**src/rtl/piso_serializer.sv**
```systemverilog
// Parallel-in serial-out shifter with a one-word holding register, so a new word
// can follow the current one on d without a gap. Bit order is chosen per word.
module piso_serializer #(
   parameter int unsigned WIDTH    = 8,
   parameter logic        IDLE_BIT = 1'b1
) (
   input  logic             clk,
   input  logic             reset,
   input  logic [WIDTH-1:0] din,
   input  logic             din_valid,
   output logic             din_ready,
   input  logic             msb_first,
   output logic             d,
   output logic             d_valid,
   output logic             word_done,
   output logic             busy
);

   localparam int unsigned   CW   = $clog2(WIDTH);
   localparam logic [CW-1:0] LAST = CW'(WIDTH - 1);

   typedef enum logic {IDLE, SHIFT} state_t;

   state_t           state_q, state_d;
   logic [WIDTH-1:0] hold_q, hold_d;
   logic             hold_msb_q, hold_msb_d;
   logic             hold_valid_q, hold_valid_d;
   logic [WIDTH-1:0] shift_q, shift_d;
   logic             shift_msb_q, shift_msb_d;
   logic [CW-1:0]    bit_cnt_q, bit_cnt_d;

   logic accept;
   logic last_bit;
   logic load;

   always_comb begin
      state_d      = state_q;
      hold_d       = hold_q;
      hold_msb_d   = hold_msb_q;
      hold_valid_d = hold_valid_q;
      shift_d      = shift_q;
      shift_msb_d  = shift_msb_q;
      bit_cnt_d    = bit_cnt_q;

      accept   = din_valid & din_ready;
      last_bit = (state_q == SHIFT) && (bit_cnt_q == LAST);
      load     = hold_valid_q && ((state_q == IDLE) || last_bit);

      if (state_q == SHIFT) begin
         if (last_bit) begin
            state_d = IDLE;
         end else begin
            shift_d   = shift_msb_q ? (shift_q << 1) : (shift_q >> 1);
            bit_cnt_d = bit_cnt_q + CW'(1);
         end
      end

      // A reload on the last bit overrides the return to IDLE for a gapless stream
      if (load) begin
         state_d      = SHIFT;
         shift_d      = hold_q;
         shift_msb_d  = hold_msb_q;
         bit_cnt_d    = '0;
         hold_valid_d = 1'b0;
      end

      if (accept) begin
         hold_d       = din;
         hold_msb_d   = msb_first;
         hold_valid_d = 1'b1;
      end
   end

   always_ff @(posedge clk or posedge reset) begin
      if (reset) begin
         state_q      <= IDLE;
         hold_q       <= '0;
         hold_msb_q   <= 1'b0;
         hold_valid_q <= 1'b0;
         shift_q      <= '0;
         shift_msb_q  <= 1'b0;
         bit_cnt_q    <= '0;
      end else begin
         state_q      <= state_d;
         hold_q       <= hold_d;
         hold_msb_q   <= hold_msb_d;
         hold_valid_q <= hold_valid_d;
         shift_q      <= shift_d;
         shift_msb_q  <= shift_msb_d;
         bit_cnt_q    <= bit_cnt_d;
      end
   end

   assign din_ready = ~hold_valid_q & ~reset;
   assign d_valid   = (state_q == SHIFT);
   assign word_done = (state_q == SHIFT) && (bit_cnt_q == LAST);
   assign busy      = (state_q == SHIFT) | hold_valid_q;
   assign d         = (state_q == SHIFT) ? (shift_msb_q ? shift_q[WIDTH-1] : shift_q[0])
                                         : IDLE_BIT;

endmodule

```
**config.mk**
```make
export PLATFORM = sky130hd
export DESIGN_NAME = piso_serializer
export DESIGN_NICKNAME = d
export VERILOG_FILES = /design/src/rtl/piso_serializer.sv
export SDC_FILE = /design/constraint.sdc
export NUM_CORES = 1
export LEC_CHECK = 0
export BUFFER_PORTS_ARGS = -buffer_cell sky130_fd_sc_hd__clkbuf_2
export CAP_MARGIN = 10
export CORE_MARGIN = 3
export CORE_UTILIZATION = 52
export CTS_BUF_LIST = sky130_fd_sc_hd__clkbuf_8
export CTS_CLUSTER_SIZE = 20
export DETAILED_ROUTE_END_ITERATION = 8
export PLACE_DENSITY_LB_ADDON = 0.08
export REMOVE_ABC_BUFFERS = 1
export SYNTH_ARGS = -nofsm -noshare
export SYNTH_HDL_FRONTEND = slang
export SYNTH_SLANG_ARGS = --single-unit
```
**constraint.sdc**
```tcl
create_clock -name clk -period 1.3 [get_ports clk]
set_input_delay 0.13 -clock clk [delete_from_list [all_inputs] [get_ports clk]]
set_output_delay 0.13 -clock clk [all_outputs]
set_load 0.02 [all_outputs]
```
== After elaboration in Yosys (flattened, before gate mapping) ==
Cells that the tools add are included.

* Register bits after elaboration: 23
* Input port bits: 12
* Word-level logic and storage cells: 36

* $add $sub $neg: 1
* Equal/unequal tests: 2
* Muxes and demuxes: 14
* Bitwise gates (word level): 6
* Reduce and logical (&&, ||, !) cells: 6

{| class="wikitable"
|+ Operators by type and width
! cell !! number
|-
| $mux 8 || 4
|-
| $mux 3 || 3
|-
| $mux 1 || 7
|-
| $reduce_bool 2->1 || 2
|-
| $add 3x1->3 const B || 1
|-
| $eq 3x3->1 const B || 1
|-
| $not 1->1 || 3
|-
| $and 1x1->1 || 2
|-
| $logic_and 1x1->1 || 2
|-
| $ne 2x1->1 const B || 1
|-
| $reduce_and 2->1 || 1
|-
| $logic_or 1x1->1 || 1
|-
| $or 1x1->1 || 1
|}

== Longest topological paths before layout ==
Gate-level depths: netlist of run 1.

* Word-level depth: 6
* Depth in mapped cells: 7

== Worst setup path after synthesis of run 1 ==
No wires, ideal clock.

* Kind: flip-flop to flip-flop
* Start: register bit_cnt_q[0]
* End: register shift_msb_q
* Arrival time: 1.298 ns
* Required time: 1.172 ns
* Path slack: -0.125 ns
* Stages on the path, launching flop included: 7
* Period minus slack after synthesis: 1.425 ns
* Path through: dfrtp_1 ha_1 ha_1 nor2b_2 buf_6 nor2b_1 mux2_1

* Word-level cells in the longest chain between the ends: 4

{| class="wikitable"
|+ RTL lines
! item !! line !! RTL
|-
| from (decl) || 30 || <nowiki>logic [CW-1:0] bit_cnt_q, bit_cnt_d;</nowiki>
|-
| from (signal assigned) || 90 || <nowiki>bit_cnt_q <= bit_cnt_d;</nowiki>
|-
| $eq 3x3->1 || 46 || <nowiki>last_bit = (state_q == SHIFT) && (bit_cnt_q == LAST);</nowiki>
|-
| $logic_and 1x1->1 || 46 ||
|-
| $logic_or 1x1->1 || 47 || <nowiki>load = hold_valid_q && ((state_q == IDLE) || last_bit);</nowiki>
|-
| $logic_and 1x1->1 || 47 ||
|-
| to (signal assigned) || 89 || <nowiki>shift_msb_q <= shift_msb_d;</nowiki>
|-
| to (decl) || 29 || <nowiki>logic shift_msb_q, shift_msb_d;</nowiki>
|}

No other way between the ends.
A chain may end at the register's enable or synchronous reset.

== Final worst setup path of run 1 ==
* Start: register bit_cnt_q[1]
* End: output word_done

* Word-level cells in the longest chain between the ends: 2

{| class="wikitable"
|+ RTL lines
! item !! line !! RTL
|-
| $eq 3x3->1 || 96 || <nowiki>assign word_done = (state_q == SHIFT) && (bit_cnt_q == LAST);</nowiki>
|-
| $logic_and 1x1->1 || 96 ||
|-
| to (decl) || 15 || <nowiki>output logic word_done,</nowiki>
|}

No other way between the ends.

==> reports/qor.yml, run 1 <==
outcome:
  status: "finished with violations"
  violations: "setup timing"
die:
  die_w_microns: 52.7
  core_area_sq_um: 2020
  die_area_sq_um: 2780
  rows: 16
  die_y_microns: 52.7
  start_util_pct: 56.1
  ioPinCount: 17
worst_setup_path:
  start_kind: "flop"
  r2r_cells: 5
  crit_required_ns: 1.17
  critPathArrivalTime_ns: 1.30
  critical_path_class: "reg2out"
  end_kind: "output pin"
  rrSetupSlack_ns: -0.12
  crit_chain: "ha_2, ha_4, and2_4, buf_8"
  cp_max_fo: 2
  reg2reg_to: "shift_msb_q"
  timing.rr.start: "bit_cnt_q[1]"
  critPathMaxStageDelay_ns: 0.40
  cp_slowest_cell: "dfrtp_1"
power_and_ir_drop:
  p_leak_nw: 0.687
  peakVddDrop_mv: 1.46
  pwr-share-clk_pct: 11.5
  pwr-share-seq_pct: 35.5
  internal-power_mw: 2.50
  pwr_density_cell_nw_per_um2: 2680
  p_total_mw: 3.87
  swShare_pct: 35.4
  combinationalPowerShare_pct: 53.0
  switchingPower_mw: 1.37
clock_tree:
  h-tree-depth: 1
  clk_latency_ns: 0.26
  root_buffer: "clkbuf_8"
  clk_pin_slew_ns: 0.08
  cts_tree: "yes"
  cts_buffers: 3
  clock-sinks: 23
  cts_buffer_depth: 2
worst_hold_path:
  holdCritPathClass: "in2reg"
  holdPathStages: 2
  min_delay_worst_endpoint: "hold_q[0]"
  min-delay-start: "din[0]"
timing:
  grt_setup_unrepaired: "yes"
  worst_pin_slew_ns: 0.292
  hold_slack_ns: 0.0922
  finalMaxSlewViolations: 0
  max-slew-margin-rel_pct: 80.5
  period_share_pct: 110
  hold_viol_final: 0
  setup-tns-final_ns: -0.523
  finalClockSkew_ns: 0.00182
  max_freq_mhz: 698
  post-route-min-period_ns: 1.43
  postLayoutSetupSlackWorst_ns: -0.133
  setup_viol: 11
placed_design:
  place_hpwl_microns: 1420
  place.gp.congestion: 0.710
  post_dp_cell_area_sq_um: 1240
  io_buffer_count: 16
global_routing:
  antenna_found_initial: 0
  grt_use_met1_pct: 23.5
  grt.overflow.total: 0
  met2_usage_pct: 31.6
  grt_pass1_wl_microns: 3710
  gr-usage-met3_pct: 3.42
  grt_max_degree: 24
  track_usage_pct: 19.0
  grt_pass1_vias: 808
  grt_busiest_layer: "met2"
synthesis:
  netlist.area_leader.share_pct: 50.7
  synth.area.top_cells: "dfrtp_1, mux2_4, mux2i_1"
  synth_cells: 91
  synth-seq-cells: 23
  async_reset_ff_share_pct: 100
  yosysSeqAreaShare_pct: 50.7
  syn_avg_cell_area_sq_um: 12.5
  synth_area_sq_um: 1130
  yosys.area.top_type: "dfrtp_1"
  synthFlopType: "dfrtp_1"
  synth_warnings: 0
  ys_types: 25
  synth_edf_count: 0
final_layout:
  final_cell_area_sq_um: 1440
  drive_above_1_share_pct: 44.9
  n_antenna_cell: 0
  final_cell_mix: "dfrtp_1, clkbuf_2, mux2_4"
  final_common_cell: "dfrtp_1"
  fillerInstances: 141
  nets: 133
  syn_to_final_growth_pct: 27.1
detailed_routing:
  drt_iter0_markers: 6
  wl_per_cell_microns: 15.6
  firstDrtPassIters: 3
  postRouteAntennaNets: 0
  drc_errors: 0
  via_count: 784
  via_per_inst: 5.41
  routed_wl_microns: 2260
run:
  maxCapViolCount: 0
[metrics by stage]
| stage | setup slack, ns | instances | util [%] |
|---|---|---|---|
| after global routing | -0.178 | 145 | 71.3 |
| after floorplan | -0.508 | 84 | - |
| after global placement | -0.0902 | 134 | 61.6 |
| after detailed placement | -0.158 | 134 | 61.6 |
| after CTS | -0.149 | 142 | 68.9 |
| final | -0.133 | 145 | 71.3 |
[Yosys cell counts, types with 2 or more instances]
cell type   n
o21ai_1     4
mux2i_1     9
buf_6       3
ha_1        2
mux2_4      9
dfrtp_1    23
nand2b_1    2
nor2b_1     7
a211oi_1    6
a21oi_1     6
nand2_1     3
inv_1       2
buf_2       3
[sequential cells by signal (all words and copies together) (netlist names)]
signal	cells
hold_msb_q	1
d_valid	1
shift_q	8
bit_cnt_q	3
hold_valid_q	1
hold_q	8
shift_msb_q	1
[critical path, delay by kind of cell, from the launching register on]
family,cells,cell delay [ns]
flops,1,0.40
fa+ha+maj,2,0.37
simple gates,1,0.15
buf+inv,1,0.12
[kinds of logic (layout without fill, tap and decap cells)]
group	count (synthesis)	in the layout	share of synthesized area, %
multiplexers	20	20	21.8
buffers and inverters	9	35	5.62
AO/OA/AOI/OAI	17	17	9.04
adder cells (fa/ha/maj)	2	2	2.20
flip-flops	23	23	50.7
AND/OR/NAND/NOR	20	21	10.6
[layout make-up]
cell class | instances | area (sq um) | area share (%)
Timing Repair Buffer | 29 | 239 | 16.6
Inverter | 2 | 7.51 | 0.520
Sequential cell | 23 | 577 | 40.0
Tap cell | 27 | 33.8 | 2.34
Clock buffer | 3 | 41.3 | 2.86
Clock inverter | 1 | 5.00 | 0.347
Multi-Input combinational cell | 60 | 539 | 37.4
[worst max path at each step]
stage | from | to | slack, ns | depth (start not counted)
after floorplan | bit_cnt_q[0] | shift_msb_q | -0.51 | 5
after global placement | bit_cnt_q[0] | shift_msb_q | -0.09 | 5
after detailed placement | bit_cnt_q[0] | shift_q[1] | -0.16 | 6
after CTS | bit_cnt_q[0] | word_done | -0.15 | 4
after global routing | bit_cnt_q[1] | word_done | -0.18 | 4
final | bit_cnt_q[1] | word_done | -0.13 | 4
[power groups by stage]
stage | Combinational [mW] | Sequential (mW) | Clock [mW]
after floorplan | 1.07 | 1.38 | 0
after global placement | 1.51 | 1.36 | 0
after detailed placement | 1.58 | 1.37 | 0
after CTS | 1.87 | 1.38 | 0.458
after global routing | 2.27 | 1.42 | 0.481
final | 2.05 | 1.37 | 0.447
[what timing repair did]
| action | CTS | global route |
|---|---|---|
| pin swaps | 1 | 4 |
| resized for setup | 11 | 9 |
| cloned | 1 | 1 |
| endpoints found under the setup margin | 16 | 26 |
| endpoints found under the hold margin | 23 | 0 |
| hold buffers | 1 | 0 |
| buffers inserted | 2 | 2 |
[metal layers]
layer  vias up  wire (microns)
li1        373               -
met1       401            1010
met2         8            1180
met3         2              50
met4         0              10
met5         -               0
(Power assumes the default switching activity.)
==> inputs of run 2 (changes only) <==
--- a/config.mk
+++ b/config.mk
@@ -8,7 +8,7 @@
 export BUFFER_PORTS_ARGS = -buffer_cell sky130_fd_sc_hd__clkbuf_2
 export CAP_MARGIN = 10
 export CORE_MARGIN = 3
-export CORE_UTILIZATION = 52
+export CORE_UTILIZATION = 35
 export CTS_BUF_LIST = sky130_fd_sc_hd__clkbuf_8
 export CTS_CLUSTER_SIZE = 20
 export DETAILED_ROUTE_END_ITERATION = 8
==> run 2 against run 1 <==
The run still ends with setup timing left. Register-to-register slack improved by 0.03 ns. Clock power down 3%. Design area is 0.61% lower. Combinational power decreased by 7%. Critical path depth unchanged. Setup slack improved by 0.0018 ns. First-iteration DRC count rose to 2.5 times the previous value. Clock skew grew 0.00086 ns. Largest cell class unchanged. Non-clock buffer count increased by 1.
==> reports/qor.yml, run 2 (synthesis gave the netlist of run 1 again) <==
detailed_routing:
  via_per_inst: 4.64
  postRouteAntennaNets: 0
  routed_wl_microns: 2170
  drt_iter0_markers: 15
  via_count: 757
  drc_errors: 0
  wl_per_cell_microns: 13.3
  firstDrtPassIters: 2
worst_setup_path:
  end_kind: "output pin"
  cp-startpoint: "bit_cnt_q[0]"
  critPathArrivalTime_ns: 1.30
  start_kind: "flop"
  crit_chain: "ha_2, ha_4, and2_4, buf_8"
  rrSetupSlack_ns: -0.09
  critPathMaxStageDelay_ns: 0.39
  reg2reg_to: "shift_msb_q"
  critical_path_class: "reg2out"
  crit_required_ns: 1.17
  cp_slowest_cell: "dfrtp_1"
  timing.rr.start: "bit_cnt_q[0]"
  crit_path_end: "word_done"
  cp_max_fo: 2
  r2r_cells: 5
power_and_ir_drop:
  p_leak_nw: 0.676
  internal-power_mw: 2.39
  pwr-share-clk_pct: 11.9
  pwr_density_cell_nw_per_um2: 2560
  pwr-share-seq_pct: 36.5
  swShare_pct: 35.0
  combinationalPowerShare_pct: 51.7
  switchingPower_mw: 1.28
  peakVddDrop_mv: 0.811
global_routing:
  grt_pass1_wl_microns: 3510
  track_usage_pct: 11.5
  grt_max_degree: 24
  grt_use_met1_pct: 14.3
  grt_busiest_layer: "met2"
  grt.overflow.total: 0
  met2_usage_pct: 19.0
  antenna_found_initial: 0
  grt_pass1_vias: 784
  gr-usage-met3_pct: 2.16
outcome:
  violations: "setup timing"
  status: "finished with violations"
placed_design:
  io_buffer_count: 16
  place_hpwl_microns: 1350
  place.gp.congestion: 0.719
die:
  start_util_pct: 36.9
  die_area_sq_um: 3960
  ioPinCount: 17
  rows: 20
  die_y_microns: 62.9
  die_w_microns: 62.9
  core_area_sq_um: 3080
final_layout:
  final_common_cell: "dfrtp_1"
  fin_util_pct: 46.6
  multi_input_area_sq_um: 533
  syn_to_final_growth_pct: 26.4
  fillerInstances: 304
  nets: 134
  drive_above_1_share_pct: 42.9
  regArea_sq_um: 576
  final_cell_mix: "dfrtp_1, clkbuf_2, buf_4"
  n_antenna_cell: 0
  reg_top3: "hold_q (8), shift_q (8), bit_cnt_q (3)"
timing:
  max_freq_mhz: 699
  worst_pin_slew_ns: 0.300
  setup_viol: 12
  max-slew-margin-rel_pct: 80.0
  postLayoutSetupSlackWorst_ns: -0.131
  finalClockSkew_ns: 0.00268
  finalMaxSlewViolations: 0
  period_share_pct: 110
  hold_slack_ns: 0.0933
  post-route-min-period_ns: 1.43
  grt_setup_unrepaired: "yes"
  hold_viol_final: 0
clock_tree:
  clock-sinks: 23
  clk_pin_slew_ns: 0.08
  h-tree-depth: 1
  cts_tree: "yes"
  cts_buffers: 3
  root_buffer: "clkbuf_8"
  cts_buffer_depth: 2
  clk_latency_ns: 0.26
worst_hold_path:
  min-delay-start: "din[3]"
  holdCritPathClass: "in2reg"
run:
  maxCapViolCount: 0
## run 2: worst min-delay path by stage
stage	to	slack, ns	depth (start not counted)
2_1_floorplan	bit_cnt_q[0]	0.13	1
3_5_place_dp	hold_q[4]	0.19	3
5_1_grt	hold_q[3]	0.08	2
3_3_place_gp	hold_q[4]	0.19	3
6_report	hold_q[3]	0.09	2
4_1_cts	hold_q[4]	0.09	2
## run 2: critical path, delay by kind of cell, from the launching register on
kind	cells	cell delay, ns
fa+ha+maj	2	0.37
buf+inv	1	0.12
flops	1	0.39
simple gates	1	0.16
## run 2: through the flow
stage	setup WS, ns	power (mW)	std cells	instance area (sq um)	setup TNS (ns)
6_report	-0.131	3.67	163	1430	-0.544
5_1_grt	-0.172	3.96	163	1430	-1.61
4_1_cts	-0.134	3.59	161	1400	-0.853
3_5_place_dp	-0.141	2.97	153	1280	-1.24
3_3_place_gp	-0.0985	2.94	153	1280	-0.678
2_1_floorplan	-0.508	2.45	84	1080	-6.28
## run 2: power by group through the flow
stage	logic [mW]	clock network [mW]	registers [mW]
2_1_floorplan	1.07	0	1.38
3_3_place_gp	1.60	0	1.34
3_5_place_dp	1.62	0	1.34
4_1_cts	1.79	0.453	1.34
5_1_grt	2.08	0.488	1.39
6_report	1.90	0.435	1.34
## run 2: layout make-up
type | instances | share of cell area (%)
inverters | 2 | 0.524
multi-input cells | 60 | 37.2
flip-flops and latches | 23 | 40.1
clock inverters | 1 | 0.262
repair buffers | 30 | 15.2
well taps | 44 | 3.84
clock buffers | 3 | 2.88
## run 2: layer usage
layer,wire length (microns),up-vias
li1,-,370
met1,1060,373
met2,1020,12
met3,65,2
met4,17,0
met5,0,-
## run 2: timing repair
item	in CTS	in global routing
endpoints found under the hold margin	23	0
buffers inserted	3	1
hold buffers	1	0
pin swaps	2	3
gates cloned	0	1
setup endpoints to repair	15	25
resized for setup	10	6
